File: config.mk
export PLATFORM = sky130hd
export DESIGN_NAME = meas_gate_ctrl
export DESIGN_NICKNAME = d
export VERILOG_FILES = /design/src/rtl/meas_gate_ctrl_pkg.sv /design/src/rtl/fx_edge_sync.sv /design/src/rtl/meas_gate_ctrl.sv
export SDC_FILE = /design/constraint.sdc
export NUM_CORES = 1
export LEC_CHECK = 0
export ABC_AREA = 1
export CORE_MARGIN = 2
export CORE_UTILIZATION = 56
export CTS_CLUSTER_SIZE = 30
export DETAILED_ROUTE_END_ITERATION = 6
export GPL_ROUTABILITY_DRIVEN = 1
export PLACE_DENSITY = 0.92
export SYNTH_ARGS = -nofsm -noshare
export SYNTH_HDL_FRONTEND = slang
export SYNTH_SLANG_ARGS = --single-unit
File: constraint.sdc
create_clock -name clk -period 4.3 [get_ports clk]
set_input_delay 0.86 -clock clk [delete_from_list [all_inputs] [get_ports clk]]
set_output_delay 0.86 -clock clk [all_outputs]
set_load 0.01 [all_outputs]
File: src/rtl/meas_gate_ctrl_pkg.sv
// Shared definitions for the reciprocal frequency-meter gate sequencer:
// FSM state encoding, count width and default timing constants.
package meas_gate_ctrl_pkg;

   localparam int          CNT_W          = 32;
   localparam int          GATE_W_DEF     = 24;
   localparam int          TMO_W_DEF      = 24;
   localparam logic [23:0] TMO_CYC_DEF    = 24'hFF_FFFF;
   localparam int          SETTLE_CYC_DEF = 4;

   typedef enum logic [2:0] {
      ST_IDLE   = 3'd0,
      ST_GATE   = 3'd1,
      ST_CLOSE  = 3'd2,
      ST_SETTLE = 3'd3,
      ST_HOLD   = 3'd4
   } state_t;

endpackage

File: src/rtl/fx_edge_sync.sv
// Brings the asynchronous fx input into the clk domain and emits a one-cycle
// pulse per rising edge; a rising fx appears on fx_rise three edges later.
module fx_edge_sync (
   input  logic clk,
   input  logic rst_n,
   input  logic fx,
   output logic fx_rise
);

   // [0] and [1] form the metastability chain, [2] holds the previous sample
   logic [2:0] sync_q;

   // NOTE: state is updated with non-blocking assignments so every flop samples
   // the pre-edge value of its neighbour; blocking here would collapse the chain.
   always_ff @(posedge clk or negedge rst_n) begin
      if (!rst_n) begin
         sync_q  <= '0;
         fx_rise <= 1'b0;
      end else begin
         sync_q  <= {sync_q[1:0], fx};
         fx_rise <= sync_q[1] & ~sync_q[2];
      end
   end

endmodule

File: src/rtl/meas_gate_ctrl.sv
// Gate sequencer for the equal-precision frequency meter: opens fgate for a
// programmed number of clk cycles, waits for the fx close edge, then hands off counts.
module meas_gate_ctrl
   import meas_gate_ctrl_pkg::*;
#(
   parameter int               GATE_W     = GATE_W_DEF,
   parameter int               TMO_W      = TMO_W_DEF,
   parameter logic [TMO_W-1:0] TMO_CYC    = TMO_W'(TMO_CYC_DEF),
   parameter int               SETTLE_CYC = SETTLE_CYC_DEF
) (
   input  logic              clk,
   input  logic              rst_n,
   input  logic              start,
   input  logic              continuous,
   input  logic [GATE_W-1:0] gate_len,
   input  logic              fx,
   input  logic [CNT_W-1:0]  fx_cnt,
   input  logic [CNT_W-1:0]  fbase_cnt,
   output logic              fgate,
   output logic              busy,
   output logic              res_valid,
   input  logic              res_ready,
   output logic [CNT_W-1:0]  res_fx_cnt,
   output logic [CNT_W-1:0]  res_fbase_cnt,
   output logic              timeout
);

   localparam int SET_W = $clog2(SETTLE_CYC + 1);

   state_t              state_q, state_d;
   logic [GATE_W-1:0]   len_q, len_d;
   logic [GATE_W-1:0]   gate_cnt_q, gate_cnt_d;
   logic [TMO_W-1:0]    tmo_cnt_q, tmo_cnt_d;
   logic [SET_W-1:0]    set_cnt_q, set_cnt_d;
   logic                fgate_d, valid_d, timeout_d;
   logic [CNT_W-1:0]    rfx_d, rfb_d;
   logic                fx_rise;

   fx_edge_sync u_fx_sync (
      .clk     (clk),
      .rst_n   (rst_n),
      .fx      (fx),
      .fx_rise (fx_rise)
   );

   assign busy = (state_q != ST_IDLE);

   // NOTE: every next-state variable takes its hold value before the case, so
   // paths that do not assign it cannot infer a latch.
   always_comb begin
      state_d    = state_q;
      len_d      = len_q;
      gate_cnt_d = gate_cnt_q;
      tmo_cnt_d  = tmo_cnt_q;
      set_cnt_d  = set_cnt_q;
      fgate_d    = fgate;
      valid_d    = res_valid;
      rfx_d      = res_fx_cnt;
      rfb_d      = res_fbase_cnt;
      timeout_d  = timeout;

      unique case (state_q)
         ST_IDLE: begin
            if (start) begin
               len_d      = (gate_len == '0) ? GATE_W'(1) : gate_len;
               gate_cnt_d = len_d;
               timeout_d  = 1'b0;
               fgate_d    = 1'b1;
               state_d    = ST_GATE;
            end
         end
         ST_GATE: begin
            if (gate_cnt_q == GATE_W'(1)) begin
               fgate_d   = 1'b0;
               tmo_cnt_d = TMO_W'(1);
               state_d   = ST_CLOSE;
            end else begin
               gate_cnt_d = gate_cnt_q - GATE_W'(1);
            end
         end
         ST_CLOSE: begin
            // The meter closes its own gate on this fx edge and latches its counts
            if (fx_rise) begin
               set_cnt_d = SET_W'(SETTLE_CYC);
               state_d   = ST_SETTLE;
            end else if (tmo_cnt_q == TMO_CYC) begin
               timeout_d = 1'b1;
               state_d   = ST_IDLE;
            end else begin
               tmo_cnt_d = tmo_cnt_q + TMO_W'(1);
            end
         end
         ST_SETTLE: begin
            if (set_cnt_q == SET_W'(1)) begin
               rfx_d   = fx_cnt;
               rfb_d   = fbase_cnt;
               valid_d = 1'b1;
               state_d = ST_HOLD;
            end else begin
               set_cnt_d = set_cnt_q - SET_W'(1);
            end
         end
         ST_HOLD: begin
            if (res_ready) begin
               valid_d = 1'b0;
               if (continuous) begin
                  gate_cnt_d = len_q;
                  fgate_d    = 1'b1;
                  state_d    = ST_GATE;
               end else begin
                  state_d = ST_IDLE;
               end
            end
         end
         default: state_d = ST_IDLE;
      endcase
   end

   // NOTE: the result registers are ordinary flops, not a memory, so they are
   // reset along with the control state and read as zero until the first capture.
   always_ff @(posedge clk or negedge rst_n) begin
      if (!rst_n) begin
         state_q       <= ST_IDLE;
         len_q         <= GATE_W'(1);
         gate_cnt_q    <= '0;
         tmo_cnt_q     <= '0;
         set_cnt_q     <= '0;
         fgate         <= 1'b0;
         res_valid     <= 1'b0;
         res_fx_cnt    <= '0;
         res_fbase_cnt <= '0;
         timeout       <= 1'b0;
      end else begin
         state_q       <= state_d;
         len_q         <= len_d;
         gate_cnt_q    <= gate_cnt_d;
         tmo_cnt_q     <= tmo_cnt_d;
         set_cnt_q     <= set_cnt_d;
         fgate         <= fgate_d;
         res_valid     <= valid_d;
         res_fx_cnt    <= rfx_d;
         res_fbase_cnt <= rfb_d;
         timeout       <= timeout_d;
      end
   end

endmodule
# ---- After elaboration in Yosys (flattened, before gate mapping)
# Cells that the tools add are included.
dict set report op_classes {
  add_sub_neg 3
  n_eq_ne 19
  muxes 33
  n_bitwise 2
  n_reduce_logical 17
}
# op n
set op_table {}
lappend op_table {{2-to-1 mux 24 bit} 8}
lappend op_table {{one-hot mux 24 bit (3 select lines)} 1}
lappend op_table {{one-hot mux 24 bit (2 select lines)} 1}
lappend op_table {{adder 24 x 1 -> 24 bit (second input constant)} 1}
lappend op_table {{== test 24 x 1 -> 1 bit (second input constant)} 1}
lappend op_table {{== test 24 bit (second input constant)} 1}
lappend op_table {{logical NOT 24 bit} 1}
lappend op_table {{2-to-1 mux 3 bit} 8}
lappend op_table {{subtractor 24 x 1 -> 24 bit (second input constant)} 1}
lappend op_table {{inequality test 2 bit (second input constant)} 10}
lappend op_table {{one-hot mux 3 bit (5 select lines)} 1}
lappend op_table {{AND reduction 5 bit} 3}
lappend op_table {{2-to-1 mux 1 bit} 10}
lappend op_table {{AND reduction 4 bit} 2}
lappend op_table {{nonzero test 2 bit} 4}
lappend op_table {{== test 3 x 1 -> 1 bit (second input constant)} 2}
lappend op_table {{== test 3 x 2 -> 1 bit (second input constant)} 2}
lappend op_table {{one-hot mux 3 bit (2 select lines)} 1}
lappend op_table {{AND reduction 3 bit} 2}
lappend op_table {{nonzero test 3 bit} 2}
lappend op_table {{one-hot mux 1 bit (2 select lines)} 2}
lappend op_table {{AND reduction 2 bit} 2}
lappend op_table {{== test 3 bit (second input constant)} 1}
lappend op_table {{logical NOT 3 bit} 1}
lappend op_table {{other kinds (6)} 6}
dict set report totals {
  reg_bits 149
  inputBits 94
  out_inout_bits 68
  word_cells 86
}

# ---- Longest topological paths before layout
dict set report depth {
  word_depth 4
  ltp_mapped 13
  depth_no_buf 12
}

# ---- By module
# Synthesis repeated with hierarchy kept, for this count alone.
dict set report unflattened {
  cells_unflattened 921
  area_unflattened_um2 7609.8
}
# module instances cells_per_inst area_each_um2 seq_area_each_um2
set by_module_without_submodules {}
lappend by_module_without_submodules {meas_gate_ctrl 1 915 7499.7 3629.7}
lappend by_module_without_submodules {fx_edge_sync 1 6 110.1 100.1}

# ---- Worst setup path after synthesis
# OpenSTA, ideal clock, no wires.
dict set report synth_path {
  path_kind {reg2reg}
  startpoint {register tmo_cnt_q[0]}
  endpoint {register tmo_cnt_q[7]}
  setup_time_ps 117
  arrival_ps 1597
  required_time_ps 4183
  slack_ps 2585
  stages_incl_launch_ff 12
  path_buffers 1
  period_less_slack_ps 1715
  path_cell_list {dfrtp_1 -> ha_1 -> nand2_1 -> nor2_2 -> nand2_2 -> nor2_4 -> nand3_1 -> nand2_2 -> nor2_8 -> buf_6 -> nand2_2 -> o21ai_2}
}
dict set report synth_via {
  elab_chain_len 4
  elab_cells_between_ends 7
  cone_classes {1 x add/sub; 2 x eq/ne; 3 x mux; 1 x reduce/logical}
}
# item line
set synth_lines {}
lappend synth_lines {{from (decl)} meas_gate_ctrl.sv:33} ;# logic [TMO_W-1:0] tmo_cnt_q, tmo_cnt_d;
lappend synth_lines {{from (signal assigned)} meas_gate_ctrl.sv:137} ;# tmo_cnt_q <= tmo_cnt_d;
lappend synth_lines {{adder 24 x 1 -> 24 bit} meas_gate_ctrl.sv:90} ;# tmo_cnt_d = tmo_cnt_q + TMO_W'(1);
lappend synth_lines {{2-to-1 mux 24 bit} meas_gate_ctrl.sv:86} ;# end else if (tmo_cnt_q == TMO_CYC) begin
lappend synth_lines {{2-to-1 mux 24 bit} meas_gate_ctrl.sv:83} ;# if (fx_rise) begin
lappend synth_lines {{one-hot mux 24 bit (2 select lines)} meas_gate_ctrl.sv:62} ;# unique case (state_q)
# Parallel ways exist; a longest one is shown, timed or not. The select of a mux whose other input is x is not followed.
# A chain may end at the register's enable or synchronous reset.

# ---- Worst setup path in the final report
dict set report layout_path {
  startpoint {register state_q[1]}
  endpoint {register gate_cnt_q[7]}
}
dict set report layout_via {
  elab_chain_len 3
  elab_cells_between_ends 10
  cone_classes {6 x eq/ne; 1 x mux; 3 x reduce/logical}
}
# item line
set layout_lines {}
lappend layout_lines {{from (decl)} meas_gate_ctrl.sv:30} ;# state_t state_q, state_d;
lappend layout_lines {{from (signal assigned)} meas_gate_ctrl.sv:134} ;# state_q <= state_d;
lappend layout_lines {{== test 3 x 1 -> 1 bit, or another cell as far along} meas_gate_ctrl.sv:62}
lappend layout_lines {{inequality test 2 bit (no source line) or nonzero test 3 bit (tied branches)} --}
lappend layout_lines {{AND reduction 5 bit (no source line)} --}
lappend layout_lines {{to (signal assigned)} meas_gate_ctrl.sv:136} ;# gate_cnt_q <= gate_cnt_d;
lappend layout_lines {{to (decl)} meas_gate_ctrl.sv:32} ;# logic [GATE_W-1:0] gate_cnt_q, gate_cnt_d;
# Parallel ways exist; a longest one is shown, timed or not.

==> metrics.yaml <==
power_and_ir_drop:
  vdd_drop_max_v: 0.000468
  switchingPower_uw: 2730
  totalPowerFinal_uw: 6760
  clock_power_share_pct: 20.8
  p_sw_share_pct: 40.3
  pwr-share-seq_pct: 35.6
  comb_power_share_pct: 43.7
  power.internal_uw: 4040
  p_leak_uw: 0.00447
  p_per_area_mw_per_mm2: 674
routing:
  wl_per_cell_um: 15.8
  antenna_left: 0
  drcViolationCount: 0
  drt-initial-drc-count: 631
  via_per_inst: 5.33
  wirelength_mm: 20.5
  vias: 6904
  first_pass_iters: 6
layout:
  drive_gt1_share_pct: 10.7
  insertedDiodeCount: 0
  final_nets: 1201
  final_cells: 1295
  syn_to_final_growth_pct: 29.0
logic_synthesis:
  synth-async-reset-ratio_pct: 100
  ys_types: 37
  yosys.cell_count.top_type: "nand2_1"
  yosys_warnings: 0
  synthTopCellsByArea: "dfrtp_1 (48%), nand2_1 (14%), nor2_1 (5.6%)"
  syn_area_mm2: 0.00778
  postSynthCellCount: 945
  synthAdderAreaFrac_pct: 0.804
  ys_ff_latch: 149
  synth.largest_area_cell: "dfrtp_1"
  yosys-top-cells-count: "nand2_1 (285), dfrtp_1 (148), nor2_1 (117), inv_1 (88), nand3_1 (54)"
  syn-num-nets: 1044
  synth_seq_area_share_pct: 47.9
  synthMuxAreaShare_pct: 9.26
  synth_edf_count: 0
  synthXorXnorAreaFrac_pct: 0.675
  synth_top_family_by_area: "simple AND/OR/NAND/NOR gates"
  yosys.area_share.simple_pct: 28.5
  synth_compound_area_share_pct: 6.17
  synth.avg_cell_area_um2: 8.24
  synthFlopType: "dfrtp_1"
  yosysTopAreaCellShare_pct: 47.6
clock_tree:
  cts_buffer_depth: 2
  post_cts_buffers: 0
  ctsHtreeMaxLevel: 4
  cts_buffers: 17
  postCtsHoldBufs: 0
  clock_latency_ps: 430
  clk_pin_slew_worst_paths_ps: 70
  cts_tree: "done"
  cts-resized-gates: 0
  root_buffer: "clkbuf_16"
  cts.sinks: 149
sta:
  layout_min_cycle_time_ps: 2650
  finalSetupTns_ps: 0
  hold_viol: 0
  holdWs_ps: 359
  period_share_pct: 61.7
  slew_headroom_pct: 44.2
  max_freq_mhz: 377
  skew_ps: 7.11
  worst_pin_slew_ps: 837
  rsz0062_at_grt: "false"
  drv_slew: 0
  setup-violations-final: 0
setup_path:
  rrSetupSlack_ps: 1650
  rr_worst_depth: 8
  cp.arrival_ps: 2980
  critPathLaunch: "state_q[1]"
  crit_path_start_kind: "flip-flop"
  endpoint_kind: "flip-flop"
  critPathKind: "reg2reg"
  r2r-end: "gate_cnt_q[7]"
  crit_fanout: 43
  reg2reg_from: "state_q[1]"
  critPathRequiredTime_ps: 4630
run_status:
  status: "complete, no violations"
grt:
  grt_pass1_vias: 6918
  grt.total_usage_pct: 29.2
  grt_pass1_wl_mm: 33.6
  grt_max_degree: 86
  grt_overflow_total: 0
  antenna_found_initial: 0
placed_design:
  routabilityCongestion: 0.945
  dp_hpwl_mm: 14.3
  io_buffers: 161
  dp_cells: 1263
min_path:
  worstHoldPathType: "reg2reg"
  min_path_cells: 0
  hold_end: "u_fx_sync.sync_q[1]"
  min_from: "u_fx_sync.sync_q[0]"
flow_run:
  drv_cap: 0
floorplanning:
  core_area_mm2: 0.0137
  fp.dieW_um: 122
  io_pins: 162
  die-area_mm2: 0.0149
  start_util_pct: 56.7
  rows: 43
  die_h_um: 122
-- worst max-delay path, stage by stage, from the launching register on --
cell     delay, ps
dfrtp_1        440
nor2_1         120
nand2_1        330
inv_2          500
nand2_4        180
nand2_2        610
o21ai_0        190
nand2_1        110
nand2_1         50
-- power by group through the flow --
stage / clock (uW) / sequential [uW] / combinational [uW]
2_1_floorplan: 0 / 2480 / 1680
3_3_place_gp: 0 / 2370 / 2800
3_5_place_dp: 0 / 2400 / 2900
4_1_cts: 1420 / 2400 / 2950
5_1_grt: 1470 / 2470 / 3250
6_report: 1400 / 2410 / 2950
-- state kept, by name (all words and copies together), names as in the netlist, 3 cells and up --
name              flops
set_cnt_q             3
len_q                24
res_fbase_cnt        32
state_q               3
gate_cnt_q           24
res_fx_cnt           32
tmo_cnt_q            24
u_fx_sync.sync_q      3
-- kinds of logic (layout without fill, tap and decap cells) --
kind of cell               after synthesis  count (layout)
muxes                                   64              64
and+or+nand+nor                        516             516
adders and majority gates                5               5
xor gates and xnor gates                 6               6
AOI/OAI and AO/OA                       83              83
DFF                                    149             149
buffers and inverters                  122             292
-- cell usage in the layout, fill, tap and decap left out, drive strengths merged, types with 10 or more instances in the layout --
cell type,n
inv,102
clkdlybuf4s50,160
nor2,132
dfrtp,148
nand4,13
nand3,57
a21oi,10
nand2,303
mux2,64
o21ai,59
clkbuf,17
-- how the worst max path moves through the flow --
stage	endpoint	cells past startpoint
2_1_floorplan	tmo_cnt_q[7]	11
3_3_place_gp	gate_cnt_q[19]	8
3_5_place_dp	gate_cnt_q[19]	8
4_1_cts	busy	3
5_1_grt	gate_cnt_q[19]	9
6_report	gate_cnt_q[7]	8
-- stage by stage --
stage	util, %	area [um2]	setup WS, ps
global route	73.2	10000	1390
detailed placement	69.2	9490	1570
finish	73.2	10000	1650
global placement	69.2	9490	1630
floorplan	-	7780	2590
CTS	73.2	10000	1690
-- cell type report --
class | count | area (um2)
Sequential cell | 149 | 3730
Clock inverter | 15 | 120
Tap cell | 180 | 225
Timing Repair Buffer | 165 | 1640
Inverter | 95 | 357
Fill cell | 954 | 3680
Clock buffer | 17 | 425
Multi-Input combinational cell | 674 | 3540
-- per-layer routing --
layer | vias to the layer above | track usage (%) | part of all wire (%)
li1 | 3324 | - | -
met1 | 3265 | 35.9 | 40
met2 | 272 | 48.3 | 50
met3 | 43 | 9.13 | 8.0
met4 | 0 | 11.4 | 2.4
met5 | - | 0 | 0
Power figures use the tool's default switching activity.
